**config.mk**
```make
export PLATFORM = sky130hd
export DESIGN_NAME = alarm_keypad_ctrl
export DESIGN_NICKNAME = d
export VERILOG_FILES = /design/src/rtl/alarm_pkg.sv /design/src/rtl/alarm_timer.sv /design/src/rtl/alarm_keypad_ctrl.sv
export SDC_FILE = /design/constraint.sdc
export NUM_CORES = 1
export LEC_CHECK = 0
export ABC_CLOCK_PERIOD_IN_PS = 3800
export CORE_ASPECT_RATIO = 1.4
export CORE_MARGIN = 3
export CORE_UTILIZATION = 45
export DETAILED_ROUTE_END_ITERATION = 8
export PLACE_DENSITY_LB_ADDON = 0.2
export SLEW_MARGIN = 0
export SYNTH_ARGS = -nofsm -noshare
export SYNTH_HDL_FRONTEND = slang
export SYNTH_SLANG_ARGS = --single-unit
```
**constraint.sdc**
```tcl
create_clock -name clk -period 3.8 [get_ports clk]
set_input_delay 0.76 -clock clk [delete_from_list [all_inputs] [get_ports clk]]
set_output_delay 0.76 -clock clk [all_outputs]
set_load 0.01 [all_outputs]
```
**src/rtl/alarm_pkg.sv**
```systemverilog
// ---------------------------------------------------------------------------
// alarm_pkg
// Shared definitions for the security alarm controller blocks.
//   - Keypad special key codes (ENTER / CLEAR)
//   - Keypad controller state encoding (kp_state_t)
//   - Alarm FSM state encoding (alarm_state_t); the keypad's armed_in is
//     simply "alarm state != AL_OFF"
//   - is_digit(): true for key codes 0..9
// ---------------------------------------------------------------------------
package alarm_pkg;

   localparam logic [3:0] KEY_ENTER = 4'hA;
   localparam logic [3:0] KEY_CLEAR = 4'hB;

   typedef enum logic [1:0] {
      KP_IDLE    = 2'd0,
      KP_ENTRY   = 2'd1,
      KP_CHECK   = 2'd2,
      KP_LOCKOUT = 2'd3
   } kp_state_t;

   typedef enum logic [1:0] {
      AL_OFF       = 2'd0,
      AL_ARMED     = 2'd1,
      AL_TRIGGERED = 2'd2,
      AL_ALARM_ON  = 2'd3
   } alarm_state_t;

   function automatic logic is_digit(input logic [3:0] code);
      return (code <= 4'd9);
   endfunction

endpackage

```
**src/rtl/alarm_timer.sv**
```systemverilog
// ---------------------------------------------------------------------------
// alarm_timer
// Loadable down-counter with a one-cycle registered expiry pulse.
// Loading value V at edge k makes expired high from edge k+V to edge k+V+1,
// so a consumer sampling expired acts at edge k+V+1. Loading 0 expires
// immediately after the load edge. A new load restarts the count and
// cancels any expiry that has not yet been reached.
// Ports:
//   clk     in  1 : clock
//   rst     in  1 : synchronous active-high reset
//   load    in  1 : load value into the counter
//   value   in  W : count to load
//   expired out 1 : one-cycle pulse when the count runs out
// ---------------------------------------------------------------------------
module alarm_timer #(
   parameter int W = 13
) (
   input  logic         clk,
   input  logic         rst,
   input  logic         load,
   input  logic [W-1:0] value,
   output logic         expired
);

   logic [W-1:0] count;

   // The counter idles at zero. It fires expired on the 1 -> 0 step, or
   // straight away when it is loaded with zero, so every load produces
   // exactly one pulse unless it is reloaded first.
   always_ff @(posedge clk) begin
      if (rst) begin
         count   <= '0;
         expired <= 1'b0;
      end else if (load) begin
         count   <= value;
         expired <= (value == '0);
      end else if (count != '0) begin
         count   <= count - W'(1);
         expired <= (count == W'(1));
      end else begin
         expired <= 1'b0;
      end
   end

endmodule

```
**src/rtl/alarm_keypad_ctrl.sv**
```systemverilog
// ---------------------------------------------------------------------------
// alarm_keypad_ctrl
// Keypad front end for the alarm controller. Collects up to four digits,
// checks them against PIN on ENTER, and issues single-cycle arm/disarm
// commands or an err pulse. Consecutive wrong entries lead to a timed
// lockout; an idle entry is abandoned after TIMEOUT_CYCLES.
// Ports:
//   clk        in  1 : clock
//   rst        in  1 : synchronous active-high reset
//   key_valid  in  1 : one-cycle keypress strobe
//   key_code   in  4 : 0-9 digit, A ENTER, B CLEAR, C-F ignored
//   armed_in   in  1 : alarm FSM is not OFF
//   arm_cmd    out 1 : pulse, request OFF -> ARMED
//   disarm_cmd out 1 : pulse, request return to OFF
//   err        out 1 : pulse, entry rejected
//   lockout    out 1 : level, high while locked out
//   digit_cnt  out 3 : digits buffered (0-4)
//   state_o    out 2 : current state encoding
// ---------------------------------------------------------------------------
module alarm_keypad_ctrl
   import alarm_pkg::*;
#(
   parameter logic [15:0] PIN            = 16'h1234,
   parameter int          TIMEOUT_CYCLES = 1000,
   parameter int          MAX_FAIL       = 3,
   parameter int          LOCKOUT_CYCLES = 5000
) (
   input  logic       clk,
   input  logic       rst,
   input  logic       key_valid,
   input  logic [3:0] key_code,
   input  logic       armed_in,
   output logic       arm_cmd,
   output logic       disarm_cmd,
   output logic       err,
   output logic       lockout,
   output logic [2:0] digit_cnt,
   output logic [1:0] state_o
);

   localparam int MAX_CYC = (TIMEOUT_CYCLES > LOCKOUT_CYCLES) ? TIMEOUT_CYCLES : LOCKOUT_CYCLES;
   localparam int TW      = $clog2(MAX_CYC + 1);
   localparam int FW      = $clog2(MAX_FAIL + 1);

   // Timers fire one edge after reaching zero, so they are loaded with N-1.
   localparam logic [TW-1:0] TO_LOAD = TW'(TIMEOUT_CYCLES - 1);
   localparam logic [TW-1:0] LK_LOAD = TW'(LOCKOUT_CYCLES - 1);
   localparam logic [FW-1:0] FAIL_LIMIT = FW'(MAX_FAIL);

   kp_state_t     state;
   logic [15:0]   entry_buf;
   logic          overflow;
   logic [FW-1:0] fail_cnt;

   logic          key_digit;
   logic          pin_match;
   logic [FW-1:0] fail_next;
   logic          to_load;
   logic          to_expired;
   logic          lk_load;
   logic          lk_expired;

   // Decode of the current cycle: whether this key is a digit, whether the
   // buffered entry matches, and when each timer must be (re)started. The
   // timeout timer restarts on every digit taken in IDLE or ENTRY, but not
   // on the edge where it expires, because that key is discarded.
   always_comb begin
      key_digit = key_valid && is_digit(key_code);
      pin_match = (digit_cnt == 3'd4) && !overflow && (entry_buf == PIN);
      fail_next = fail_cnt + FW'(1);
      to_load   = key_digit &&
                  ((state == KP_IDLE) || ((state == KP_ENTRY) && !to_expired));
      lk_load   = (state == KP_CHECK) && !pin_match && (fail_next == FAIL_LIMIT);
   end

   alarm_timer #(.W(TW)) u_timeout_timer (
      .clk     (clk),
      .rst     (rst),
      .load    (to_load),
      .value   (TO_LOAD),
      .expired (to_expired)
   );

   alarm_timer #(.W(TW)) u_lockout_timer (
      .clk     (clk),
      .rst     (rst),
      .load    (lk_load),
      .value   (LK_LOAD),
      .expired (lk_expired)
   );

   // Main keypad state machine. The command pulses default low every cycle
   // and are only raised from CHECK, which lasts a single cycle and is always
   // followed by IDLE or LOCKOUT, so they can never overlap or repeat.
   // Digits are written by position (first digit into entry_buf[15:12]) so
   // a complete entry reads d1 d2 d3 d4 from MSB to LSB, lining up with PIN.
   always_ff @(posedge clk) begin
      if (rst) begin
         state      <= KP_IDLE;
         entry_buf  <= '0;
         digit_cnt  <= '0;
         overflow   <= 1'b0;
         fail_cnt   <= '0;
         arm_cmd    <= 1'b0;
         disarm_cmd <= 1'b0;
         err        <= 1'b0;
         lockout    <= 1'b0;
      end else begin
         arm_cmd    <= 1'b0;
         disarm_cmd <= 1'b0;
         err        <= 1'b0;
         case (state)
            KP_IDLE: begin
               if (key_digit) begin
                  entry_buf <= {key_code, 12'h000};
                  digit_cnt <= 3'd1;
                  overflow  <= 1'b0;
                  state     <= KP_ENTRY;
               end
            end
            KP_ENTRY: begin
               if (to_expired) begin
                  entry_buf <= '0;
                  digit_cnt <= '0;
                  overflow  <= 1'b0;
                  state     <= KP_IDLE;
               end else if (key_digit) begin
                  if (digit_cnt < 3'd4) begin
                     case (digit_cnt)
                        3'd1:    entry_buf[11:8] <= key_code;
                        3'd2:    entry_buf[7:4]  <= key_code;
                        default: entry_buf[3:0]  <= key_code;
                     endcase
                     digit_cnt <= digit_cnt + 3'd1;
                  end else begin
                     overflow <= 1'b1;
                  end
               end else if (key_valid && (key_code == KEY_CLEAR)) begin
                  entry_buf <= '0;
                  digit_cnt <= '0;
                  overflow  <= 1'b0;
                  state     <= KP_IDLE;
               end else if (key_valid && (key_code == KEY_ENTER)) begin
                  state <= KP_CHECK;
               end
            end
            KP_CHECK: begin
               if (pin_match) begin
                  if (armed_in) begin
                     disarm_cmd <= 1'b1;
                  end else begin
                     arm_cmd <= 1'b1;
                  end
                  fail_cnt <= '0;
                  state    <= KP_IDLE;
               end else begin
                  err      <= 1'b1;
                  fail_cnt <= fail_next;
                  if (fail_next == FAIL_LIMIT) begin
                     lockout <= 1'b1;
                     state   <= KP_LOCKOUT;
                  end else begin
                     state <= KP_IDLE;
                  end
               end
               entry_buf <= '0;
               digit_cnt <= '0;
               overflow  <= 1'b0;
            end
            KP_LOCKOUT: begin
               if (lk_expired) begin
                  lockout  <= 1'b0;
                  fail_cnt <= '0;
                  state    <= KP_IDLE;
               end
            end
            default: state <= KP_IDLE;
         endcase
      end
   end

   assign state_o = state;

endmodule

```
# Word level (Yosys, flattened, before mapping)
# Index checks and enable logic that the tools add are counted.
dict set report word_totals {
  regBits 56
  input_bits 8
  wordCells 133
}
dict set report classes {
  mux 44
  eq_ne 25
  order_cmp 2
  n_reduce_logical 36
  addsub 4
  n_bitwise 4
}
# operator count
set op_table {}
lappend op_table {{16-bit 2-to-1 mux} 3}
lappend op_table {{16-bit one-hot mux with 3 select lines} 1}
lappend op_table {{13-bit by 1-bit == test with 1-bit output (second input constant)} 2}
lappend op_table {{13-bit 2-to-1 mux} 2}
lappend op_table {{13-bit nonzero test} 2}
lappend op_table {{13-bit by 1-bit subtractor with 13-bit output (second input constant)} 2}
lappend op_table {{12-bit 2-to-1 mux} 2}
lappend op_table {{10-bit 2-to-1 mux} 2}
lappend op_table {{4-bit AND reduction} 5}
lappend op_table {{2-bit 2-to-1 mux} 9}
lappend op_table {{16-bit by 13-bit == test with 1-bit output (second input constant)} 1}
lappend op_table {{4-bit 2-to-1 mux} 4}
lappend op_table {{4-bit by 2-bit inequality test with 1-bit output (second input constant)} 4}
lappend op_table {{3-bit 2-to-1 mux} 5}
lappend op_table {{5-bit AND reduction} 3}
lappend op_table {{1-bit 2-to-1 mux} 11}
lappend op_table {{1-bit logical AND} 9}
lappend op_table {{3-bit one-hot mux with 3 select lines} 1}
lappend op_table {{3-bit OR reduction} 3}
lappend op_table {{4-bit == test (second input constant)} 2}
lappend op_table {{4-bit by 3-bit inequality test with 1-bit output (second input constant)} 2}
lappend op_table {{2-bit one-hot mux with 4 select lines} 1}
lappend op_table {{2-bit OR reduction} 4}
lappend op_table {{2-bit == test (second input constant)} 3}
lappend op_table {{other kinds (23)} 32}

# Logic depth before layout (Yosys ltp)
# Gate-level depths: netlist (run 1).
dict set report depth {
  ltp_word 7
  mapped_depth 7
  ltp_nobuf 7
}

# Cells and area by module
# From an unflattened synthesis (run 1), not the netlist that was laid out.
dict set report hier_totals {
  hier_cells 373
  hier_area_um2 3184.3
}
# mod n_inst seq_area_each_um2 cells_each area_each_um2
set modules_own_cells {}
lappend modules_own_cells {alarm_timer 2 280.3 101 825.8}
lappend modules_own_cells {alarm_keypad_ctrl 1 560.5 171 1532.7}

# Worst setup path after synthesis (run 1)
# Ideal clock, no wire load.
dict set report synth_path {
  kind {input to register}
  startpoint {input port key_code[1]}
  endpoint {register entry_buf[11]}
  path_slack_ns 1.902
  path_buffers 0
  t_arrival_ns 1.839
  cell_stages 5
  setup_ns 0.059
  path_cell_list {o21ai_2 > nand2_4 > or4_1 > nor3b_2 > a22o_1}
}
dict set report synth_via {
  elab_chain_cells 5
}
# item line
set synth_rtl {}
lappend synth_rtl {{start, declared} alarm_keypad_ctrl.sv:31} ;# input logic [3:0] key_code,
lappend synth_rtl {{4-bit less-or-equal comparator} alarm_pkg.sv:30} ;# return (code <= 4'd9);
lappend synth_rtl {{1-bit logical AND} alarm_keypad_ctrl.sv:68} ;# key_digit = key_valid && is_digit(key_code);
lappend synth_rtl {{12-bit 2-to-1 mux} alarm_keypad_ctrl.sv:127} ;# end else if (key_digit) begin
lappend synth_rtl {{16-bit 2-to-1 mux} alarm_keypad_ctrl.sv:122} ;# if (to_expired) begin
lappend synth_rtl {{16-bit one-hot mux with 3 select lines} alarm_keypad_ctrl.sv:112} ;# case (state)
lappend synth_rtl {{end signal, assigned} alarm_keypad_ctrl.sv:115} ;# entry_buf <= {key_code, 12'h000};
lappend synth_rtl {{end signal, assigned} alarm_keypad_ctrl.sv:130} ;# 3'd1: entry_buf[11:8] <= key_code;
lappend synth_rtl {{end, declared} alarm_keypad_ctrl.sv:51} ;# logic [15:0] entry_buf;
# Several ways; a longest one is shown, not always the timed one.
# A chain may end at the register's enable or synchronous reset.

# Worst setup path after layout (run 1)
dict set report layout_path {
  startpoint {register digit_cnt[0]}
  endpoint {register u_lockout_timer.count[10]}
}
dict set report layout_via {
  elab_chain_cells 7
}
# item line
set layout_rtl {}
lappend layout_rtl {{start, declared} alarm_keypad_ctrl.sv:37} ;# output logic [2:0] digit_cnt,
lappend layout_rtl {{start signal, assigned} alarm_keypad_ctrl.sv:134} ;# digit_cnt <= digit_cnt + 3'd1;
lappend layout_rtl {{3-bit == test} alarm_keypad_ctrl.sv:69} ;# pin_match = (digit_cnt == 3'd4) && !overflow && (entry_buf == PIN);
lappend layout_rtl {{1-bit logical AND (2 in series)} alarm_keypad_ctrl.sv:69}
lappend layout_rtl {{1-bit zero test} alarm_keypad_ctrl.sv:73} ;# lk_load = (state == KP_CHECK) && !pin_match && (fail_next == FAIL_LIMIT);
lappend layout_rtl {{1-bit logical AND (2 in series)} alarm_keypad_ctrl.sv:73}
lappend layout_rtl {{2-bit OR reduction (no source line)} n/a}
lappend layout_rtl {{end signal, assigned} alarm_timer.sv:35} ;# count <= value;
lappend layout_rtl {{end signal, assigned} alarm_timer.sv:38} ;# count <= count - W'(1);
lappend layout_rtl {{end, declared} alarm_timer.sv:25} ;# logic [W-1:0] count;
# No other way between the ends.

==> impl_results.md, run 1 <==
* Syn nets at 343
* Post-CTS Repair Setup Buffers at 0
* Final worst slack at 1.39 ns
* Worst VDD drop at 385 uV
* Yosys top cell by area: dfxtp_1
* Chip height at 102 um
* Worst-margin pin slew at 0.781 ns
* Layout cell share with drive strength beyond 1 at 0.0863
* Fillcell total at 571
* I/O pin cnt at 17
* Post-Synthesis Cells at 318
* Pwr/cell area at 638 nW/um2
* Most frequent cell after synthesis: dfxtp_1
* Syn_area_per_cell at 9.23 um2
* DR WL/cell at 15.9 um
* Post-Place Setup Slack at 1.17 ns
* Final nets at 360
* Final slew viol count at 0
* Synthesized flop and latch total at 56
* Placed Cells at 400
* Die area at 7540 um2
* CTS clk-pin slew, worst paths at 0.10 ns
* DRC violations left at 0
* Synth top area cells: dfxtp_1 (38%), ha_1 (7.2%), a21oi_1 (4.6%)
* Routed WL at 6470 um
* Async set-reset flop share out of synthesis at 0
* CP required at 4.04 ns
* Total gr overflow at 0
* Final Critical Period at 2.41 ns
* Non-Filler Instances at 408
* Max-cap viol count at 0
* CTS tree: done
* Crit-path cells: inv_1, ha_1, nor4bb_1, nand3_1, o211ai_2, nand2b_1, a21oi_1
* Core area at 6250 um2
* Clock root cell: clkbuf_8
* Worst Path Max Fanout at 10
* # setup viols final at 0
* WHS at 0.465 ns
* Post-DP HPWL at 4780 um
* Synth-to-layout area growth at 10.1%
* Synth unique cells at 57
* Synth top area share at 0.382
* CP Launch Type: flip-flop
* Hold-fix buffers, CTS at 0
* Clock power share at 0.163
* Die Width at 74.3 um
* GRT Total Usage at 0.186
* Post-synth top flop: dfxtp_1
* Initial Util at 0.469
* Crit path arrival time at 2.65 ns
* Sw frac at 0.396
* CP top delay family: simple AND/OR/NAND/NOR gates
* Pin count of the biggest net entering global routing at 40
* CP max stage cell: nor4bb_1
* Vias in the first global route at 2317
* H-tree depth at 2
* Cell leakage power at 0.00122 uW
* Gpl congestion at 0.938
* Port bufs at 16
* Worst setup EP type: flip-flop
* Net Sw Power at 817 uW
* Clk sink count at 56
* Post-synth EDFFs at 0
* Max-slew headroom at 0.475
* P_int at 1240 uW
* DRT Pass-1 Iters at 5
* Post-route ant nets at 0
* Ys Warns at 0
* Worst setup path category: flip-flop to flip-flop
* Hold Path Class: flip-flop to flip-flop
* Max frequency at 415 MHz
* Global-route wire length before repair at 11000 um
* Post-cts repair resize count at 0
* Mapped cell area at 2940 um2
* CTS max path bufs at 2
* Drt via density at 5.95
* Worst-Skew Late Latency at 0.30 ns
* Post-layout instance area at 3230 um2
* Routed vias at 2426
* Placed inst area at 3140 um2
* CP bufs+invs at 1
* Register area share after synthesis at 0.382
* Initial antenna violation count at 0
* Commonest cells post-synth: dfxtp_1 (56), a21oi_1 (27), nor2_1 (26)
* RSZ-0062 raised after global routing: false
* Period utilisation layout at 0.634
* Status: finished clean
* Clock Skew at 0.00524 ns
* Power share of the sequential group at 0.406
* Number of CTS-inserted buffers at 5
* Final hold vios at 0
* Row count at 34
* Worst stage delay on the critical path at 0.55 ns
* DRT iter0 DRCs at 114
* Logic pwr share at 0.431
* Setup_tns at 0 ns
* Ant. Diodes at 0
==> final timing paths <==
kind	to	from	cells past startpoint	slack (ns)
min	entry_buf[5]$_SDFFE_PP0P_	entry_buf[5]$_SDFFE_PP0P_	1	0.47
max	u_lockout_timer.count[10]$_SDFFE_PP0N_	digit_cnt[0]$_SDFFE_PP0P_	7	1.39
max reg2reg	u_lockout_timer.count[10]$_SDFFE_PP0N_	digit_cnt[0]$_SDFFE_PP0P_	7	1.39
min reg2reg	entry_buf[5]$_SDFFE_PP0P_	entry_buf[5]$_SDFFE_PP0P_	1	0.47
==> per-stage QoR <==
| step | utilization | power [uW] |
|---|---|---|
| 6_report | 0.517 | 2060 |
| 5_1_grt | 0.517 | 2240 |
| 4_1_cts | 0.517 | 2070 |
| 3_5_place_dp | 0.502 | 1730 |
| 3_3_place_gp | 0.502 | 1720 |
| 2_1_floorplan | - | 1560 |
==> cell usage in the layout, fill, tap and decap left out, types with 9 or more instances in the layout <==
cell,count
nand2_1,16
a31oi_1,9
o2bb2ai_1,9
nor3_1,9
xor2_1,10
a21oi_1,27
inv_1,20
nor2_1,26
dfxtp_1,56
clkdlybuf4s50_1,16
ha_1,17
==> worst reg2reg max path, cell delays in order (launching register included) <==
cell      delay, ns
dfxtp_1        0.38
inv_1          0.12
ha_1           0.16
nor4bb_1       0.55
nand3_1        0.20
o211ai_2       0.46
nand2b_1       0.30
a21oi_1        0.18
==> power groups by stage <==
stage | logic (uW) | clock network [uW] | registers, uW
after global placement | 873 | 0 | 847
final | 888 | 336 | 838
after detailed placement | 885 | 0 | 848
after floorplan | 736 | 0 | 820
after global routing | 1020 | 371 | 854
after CTS | 892 | 345 | 836
==> per-layer routing <==
layer	up-vias	share of wire	GRT usage
met5	-	0	0
met2	64	0.50	0.326
met1	1152	0.42	0.220
li1	1188	-	-
met4	0	0.040	0.0863
met3	22	0.037	0.0238
==> state kept, by name, indices dropped and copies added (netlist names) <==
name	count
u_lockout_timer.count	13
fail_cnt	2
err	1
u_timeout_timer.count	13
overflow	1
entry_buf	16
arm_cmd	1
digit_cnt	3
state_o	2
disarm_cmd	1
lockout	1
u_lockout_timer.expired	1
u_timeout_timer.expired	1
==> kinds of logic (layout without fill, tap and decap cells) <==
logic type	count (synthesis)	in the layout	share of synthesized area
simple gates	120	120	0.251
compound gates	78	78	0.186
flops	56	56	0.382
buf+inv	27	45	0.0443
fa+ha+maj	17	17	0.0725
xor+xnor	14	14	0.0418
mux	6	6	0.0222
==> final cells by class <==
type / instances / area (um2) / area share
multi-input cells: 235 / 1680 / 0.521
clock inverters: 1 / 7.51 / 0.00232
flip-flops and latches: 56 / 1120 / 0.347
clock buffers: 7 / 86.3 / 0.0267
inverters: 20 / 75.1 / 0.0232
repair buffers: 17 / 168 / 0.0519
well taps: 72 / 90.1 / 0.0279
Power figures use the tool's default switching activity.
==> run 2, diff against run 1 <==
Settings changed: ABC_CLOCK_PERIOD_IN_PS 3800 to 2400.
Clock period 3.8 ns to 2.4 ns, I/O delays scaled along.
==> run 2 against run 1 <==
  * Worst setup slack worse by 1.0 ns
  * Count of clock-buffer cells in the layout is 2 lower
  * Via count is 0.99% lower
  * Register-to-register slack worse by 1.0 ns
  * Sequential share of layout area is 1.2 points lower
  * Critical path depth stayed put
  * Clock skew is 0.0059 ns higher
  * Cell count is 2.2% higher
  * Routed wire length is 2.5% lower
==> impl_results.md, run 2 (synthesis results as in run 1) <==
* Layout cell share with drive strength beyond 1 at 0.113 (was 0.0863)
* Initial antenna violation count at 0 (unchanged)
* Non-Filler Instances at 417 (was 408)
* Commonest non-fill, non-tap cell in the layout: dfxtp_1 (unchanged)
* Worst hold start: entry_buf[10]$_SDFFE_PP0P_ (was entry_buf[5]$_SDFFE_PP0P_)
* Post-CTS Repair Setup Buffers at 0 (unchanged)
* Max-slew headroom at 0.694 (was 0.475)
* Max frequency at 485 MHz (was 415 MHz)
* Worst-margin pin slew at 0.455 ns (was 0.781 ns)
* Largest Register: entry_buf (unchanged)
* Worst Path Max Fanout at 7 (was 10)
* Row count at 34 (unchanged)
* CP max stage cell: dfxtp_1 (was nor4bb_1)
* Final slew viol count at 0 (unchanged)
* Ant. Diodes at 0 (unchanged)
* Crit path arrival time at 2.31 ns (was 2.65 ns)
* Final core utilization at 0.535 (was 0.517)
* Final Critical Period at 2.06 ns (was 2.41 ns)
* Worst-Skew Late Latency at 0.31 ns (was 0.30 ns)
* Die area at 7540 um2 (unchanged)
* # setup viols final at 0 (unchanged)
* DRT iter0 DRCs at 118 (was 114)
* Port bufs at 16 (unchanged)
* DRT Pass-1 Iters at 4 (was 5)
* I/O pin cnt at 17 (unchanged)
* Cell leakage power at 0.00129 uW (was 0.00122 uW)
* Max-cap viol count at 0 (unchanged)
* Post-route ant nets at 0 (unchanged)
* Routed WL at 6310 um (was 6470 um)
* Total gr overflow at 0 (unchanged)
* Crit-path cells: inv_1, ha_1, nor4bb_1, nand3_1, o211ai_2, nand2b_1, a21oi_1 (unchanged)
* Final nets at 369 (was 360)
* Clock Skew at 0.0112 ns (was 0.00524 ns)
* H-tree depth at 2 (unchanged)
* GRT Total Usage at 0.179 (was 0.186)
* CTS max path bufs at 2 (unchanged)
* Die Width at 74.3 um (unchanged)
* CP Launch Type: flip-flop (unchanged)
* Core area at 6250 um2 (unchanged)
* Biggest regs: entry_buf (16), u_lockout_timer.count (13), u_timeout_timer.count (13) (unchanged)
* Worst setup path category: flip-flop to flip-flop (unchanged)
* Period utilisation layout at 0.858 (was 0.634)
* Post-DP HPWL at 4690 um (was 4780 um)
* Worst stage delay on the critical path at 0.38 ns (was 0.55 ns)
* Vias in the first global route at 2315 (was 2317)
* Pin count of the biggest net entering global routing at 40 (unchanged)
* Post-cts repair resize count at 0 (unchanged)
* Hold Path Class: flip-flop to flip-flop (unchanged)
* Worst VDD drop at 735 uV (was 385 uV)
* Setup_tns at 0 ns (unchanged)
* Global-route wire length before repair at 10700 um (was 11000 um)
* Most frequent cells in the layout: dfxtp_1 (56), a21oi_1 (27), nor2_1 (26) (unchanged)
* CTS tree: done (unchanged)
* Clk sink count at 56 (unchanged)
* Final worst slack at 0.340 ns (was 1.39 ns)
* Routed vias at 2402 (was 2426)
* Pwr/cell area at 1080 nW/um2 (was 638 nW/um2)
* Hold-fix buffers, CTS at 0 (unchanged)
* Drt via density at 5.76 (was 5.95)
* DR WL/cell at 15.1 um (was 15.9 um)
* Status: finished clean (unchanged)
* Placed Cells at 409 (was 400)
* CTS clk-pin slew, worst paths at 0.11 ns (was 0.10 ns)
* Worst setup EP type: flip-flop (unchanged)
* Worst Setup SP: digit_cnt[0]$_SDFFE_PP0P_ (unchanged)
* Clock root cell: clkbuf_8 (unchanged)
* Chip height at 102 um (unchanged)
* Final hold vios at 0 (unchanged)
* Initial Util at 0.469 (unchanged)
* DRC violations left at 0 (unchanged)
* Max FFs per register at 16 (unchanged)
* CP required at 2.65 ns (was 4.04 ns)
* Gpl congestion at 0.872 (was 0.938)
* Reg2reg start: digit_cnt[0]$_SDFFE_PP0P_ (unchanged)
* RSZ-0062 raised after global routing: false (unchanged)
* Number of CTS-inserted buffers at 5 (unchanged)
* Synth-to-layout area growth at 13.9% (was 10.1%)
* Post-Place Setup Slack at 0.0572 ns (was 1.17 ns)
-- run 2: cell types whose count changed in the layout (fill, tap and decap cells not counted), sizes merged --
| cell | before | now |
|---|---|---|
| buf | 1 | 10 |
| bufinv | 0 | 2 |
| clkinvlp | 1 | 0 |
| clkbuf | 7 | 5 |
| inv | 20 | 21 |
-- run 2: per-layer routing --
| metal | routed length, um | up-vias | GRT usage |
|---|---|---|---|
| li1 | - | 1204 | - |
| met1 | 2780 | 1146 | 0.210 |
| met2 | 3180 | 38 | 0.315 |
| met3 | 157 | 14 | 0.0278 |
| met4 | 189 | 0 | 0.0795 |
| met5 | 0 | - | 0 |
-- run 2: through the flow --
stage / instance area (um2) / hold slack [ns] / power [uW]
2_1_floorplan: 2940 / 0.424 / 2460
3_3_place_gp: 3210 / 0.440 / 2850
5_1_grt: 3340 / 0.492 / 3880
6_report: 3340 / 0.470 / 3600
4_1_cts: 3340 / 0.473 / 3630
3_5_place_dp: 3210 / 0.441 / 2880
-- run 2: report_power, final --
group,total [uW],leakage [uW],internal [uW],switching [uW]
Combinational,1520,0.000764,692,828
Sequential,1340,0.000457,1120,222
Clock,738,0.0000687,420,318
Total,3600,0.00129,2240,1370
-- run 2: cell type report --
type,instances,area [um2]
clock inverters,3,68.8
multi-input cells,235,1680
inverters,20,75.1
repair buffers,26,235
clock buffers,5,68.8
flip-flops and latches,56,1120
fillers,586,2910
well taps,72,90.1
-- run 2: path summary, 6_finish.rpt --
path / endpoint / slack (ns) / cells after the start
worst max-delay path: u_lockout_timer.count[3]$_SDFFE_PP0N_ / 0.34 / 7
worst min-delay path: entry_buf[10]$_SDFFE_PP0P_ / 0.47 / 1
worst max register to register: u_lockout_timer.count[3]$_SDFFE_PP0N_ / 0.34 / 7
worst min register to register: entry_buf[10]$_SDFFE_PP0P_ / 0.47 / 1
-- run 2: worst max-delay path, delay by kind of cell, from the launching register on --
family | cells | cell delay [ns]
AND/OR/NAND/NOR | 3 | 0.75
AO/OA/AOI/OAI | 2 | 0.53
flip-flops | 1 | 0.38
adder cells (fa/ha/maj) | 1 | 0.20
buffers and inverters | 1 | 0.12
==> run 3, diff against run 2 <==
==> constraint.sdc (replaced) <==
create_clock -name clk -period 2.4 [get_ports clk]
set_input_delay 0.6 -clock clk [delete_from_list [all_inputs] [get_ports clk]]
set_output_delay 0.6 -clock clk [all_outputs]
set_load 0.01 [all_outputs]
==> run 3 against run 2 <==
  * Power shrank 4.9%
  * First-iteration DRC count grew 22%
  * Routed wire length shrank 0.21%
  * Global-route usage shrank 0.26 points
  * Non-clock buffer count grew 10
  * Largest power group unchanged
  * Maximum frequency shrank 1.8%
  * Count of clock-buffer cells in the layout is the same
==> impl_results.md, run 3 (synthesis results as in run 1) <==
* Reg area at 1120 um2 (unchanged)
* Chip height at 102 um (unchanged)
* Most used cell, CP: buf_4
* Total gr overflow at 0 (unchanged)
* Final hold vios at 0 (unchanged)
* Hold-fix buffers, CTS at 0 (unchanged)
* Die Width at 74.3 um (unchanged)
* Layout cell share with drive strength beyond 1 at 0.138 (was 0.113)
* Initial Util at 0.469 (unchanged)
* Gpl congestion at 0.813 (was 0.872)
* GRT Total Usage at 0.176 (was 0.179)
* Net Sw Power at 1370 uW (about the same)
* Worst Path Max Fanout at 5 (was 7)
* Multi-input logic area at 1680 um2 (unchanged)
* Commonest non-fill, non-tap cell in the layout: dfxtp_1 (unchanged)
* Post-CTS Repair Setup Buffers at 0 (unchanged)
* Largest Register: entry_buf (unchanged)
* Post-Place Setup Slack at -0.0134 ns (was 0.0572 ns)
* DRT iter0 DRCs at 144 (was 118)
* Logic pwr share at 0.450 (was 0.422)
* Placed Cells at 419 (was 409)
* Placed inst area at 3290 um2 (was 3210 um2)
* Worst stage delay on the critical path at 0.49 ns (was 0.38 ns)
* # setup viols final at 0 (unchanged)
* RSZ-0062 raised after global routing: false (unchanged)
* Routed vias at 2420 (was 2402)
* Cell leakage power at 0.00132 uW (was 0.00129 uW)
* Worst-Skew Late Latency at 0.31 ns (about the same)
* Post-DP HPWL at 4730 um (was 4690 um)
* CP max stage cell: clkdlybuf4s50_1 (was dfxtp_1)
* Clock power share at 0.159 (was 0.205)
* Final slew viol count at 0 (unchanged)
* Number of CTS-inserted buffers at 5 (unchanged)
* Crit path arrival time at 2.35 ns (was 2.31 ns)
* Fillcell total at 600 (was 586)
* Hold Path Class: flip-flop to flip-flop (unchanged)
* Port bufs at 16 (unchanged)
* CP bufs+invs at 3 (was 1)
* CTS clk-pin slew, worst paths at 0.10 ns (was 0.11 ns)
* Drt via density at 5.67 (was 5.76)
* Sw frac at 0.401 (was 0.379)
* Period utilisation layout at 0.874 (was 0.858)
* Worst-margin pin slew at 0.450 ns (was 0.455 ns)
* Global-route wire length before repair at 10600 um (was 10700 um)
* Synth-to-layout area growth at 15.5% (was 13.9%)
* Clock root cell: clkbuf_8 (unchanged)
* CTS tree: done (unchanged)
* Crit-path cells: clkdlybuf4s50_1, buf_4, o21a_1, nor3_1, o31ai_1, a21oi_1, buf_4, o2bb2ai_1 (was inv_1, ha_1, nor4bb_1, nand3_1, o211ai_2, nand2b_1, a21oi_1)
* Final Critical Period at 2.10 ns (was 2.06 ns)
* Max FFs per register at 16 (unchanged)
* DRT Pass-1 Iters at 4 (unchanged)
* Power consumption at 3420 uW (was 3600 uW)
* Worst setup path category: primary input to flip-flop (was flip-flop to flip-flop)
* Vias in the first global route at 2382 (was 2315)
* H-tree depth at 2 (unchanged)
* Power share of the sequential group at 0.392 (was 0.373)
* CP required at 2.65 ns (about the same)
* CTS max path bufs at 2 (unchanged)
* Pwr/cell area at 1010 nW/um2 (was 1080 nW/um2)
* Worst VDD drop at 674 uV (was 735 uV)
* Final worst slack at 0.301 ns (was 0.340 ns)
* Max-slew headroom at 0.700 (was 0.694)
* Die area at 7540 um2 (unchanged)
* I/O pin cnt at 17 (unchanged)
* Most frequent cells in the layout: dfxtp_1 (56), a21oi_1 (27), nor2_1 (26) (unchanged)
* Core area at 6250 um2 (unchanged)
* Post-cts repair resize count at 0 (unchanged)
* Ant. Diodes at 0 (unchanged)
* Worst setup EP type: flip-flop (unchanged)
* Biggest regs: entry_buf (16), u_lockout_timer.count (13), u_timeout_timer.count (13) (unchanged)
* Max-cap viol count at 0 (unchanged)
* Clk sink count at 56 (unchanged)
* Clock Skew at 0.0119 ns (was 0.0112 ns)
* Routed WL at 6300 um (was 6310 um)
* Initial antenna violation count at 0 (unchanged)
* DR WL/cell at 14.7 um (was 15.1 um)
* P_int at 2050 uW (was 2240 uW)
* Post-layout instance area at 3390 um2 (was 3340 um2)
* CP Launch Type: primary input (was flip-flop)
* Pin count of the biggest net entering global routing at 40 (unchanged)
* DRC violations left at 0 (unchanged)
* Status: finished clean (unchanged)
* Max frequency at 477 MHz (was 485 MHz)
* Final nets at 379 (was 369)
* CP top delay family: buffers and inverters (was simple AND/OR/NAND/NOR gates)
* Post-route ant nets at 0 (unchanged)
* Non-Filler Instances at 427 (was 417)
* Row count at 34 (unchanged)
run 3: cell types whose count changed in the layout (fill, tap and decap cells not counted), sizes merged:
| cell | change |
|---|---|
| clkinvlp | +1 |
| bufinv | -2 |
| buf | +10 |
| clkinv | +1 |
run 3: power groups by stage:
stage	Clock, uW	Sequential (uW)	Combinational (uW)
floorplan	0	1300	1160
global placement	0	1360	1520
detailed placement	0	1360	1540
CTS	565	1340	1550
global route	592	1370	1740
finish	544	1340	1540
run 3: worst reg2reg max path, delay by kind of cell (launching register included):
kind            cells  cell delay (ns)
buf+inv             2             0.32
compound gates      3             0.56
fa+ha+maj           1             0.20
simple gates        2             0.44
flops               1             0.38
run 3: final timing paths:
kind | start | endpoint | slack (ns) | depth (start not counted)
max | key_code[1] | entry_buf[0]$_SDFFE_PP0P_ | 0.30 | 8
min | entry_buf[10]$_SDFFE_PP0P_ | entry_buf[10]$_SDFFE_PP0P_ | 0.47 | 1
max reg2reg | digit_cnt[0]$_SDFFE_PP0P_ | state_o[1]$_SDFFE_PP0P_ | 0.40 | 8
min reg2reg | entry_buf[10]$_SDFFE_PP0P_ | entry_buf[10]$_SDFFE_PP0P_ | 0.47 | 1
run 3: routing by layer:
| layer | vias up | share of wire | wire length [um] | track usage |
|---|---|---|---|---|
| met1 | 1159 | 0.43 | 2720 | 0.201 |
| met5 | - | 0 | 0 | 0 |
| met3 | 4 | 0.026 | 162 | 0.0248 |
| met4 | 0 | 0.0081 | 51 | 0.0466 |
| met2 | 26 | 0.53 | 3360 | 0.335 |
| li1 | 1231 | - | - | - |
run 3: metrics by stage:
step                      hold slack (ns)  utilization  setup TNS [ns]
final                               0.468        0.542               0
after global routing                0.495        0.542               0
after CTS                           0.471        0.542               0
after detailed placement            0.441        0.527         -0.0361
after global placement              0.438        0.527               0
after floorplan                     0.424            -               0
run 3: final cells by class:
type	count	area share
well taps	72	0.0266
multi-input cells	235	0.497
clock buffers	5	0.0203
clock inverters	3	0.00812
repair buffers	36	0.0952
inverters	20	0.0221
flip-flops and latches	56	0.331
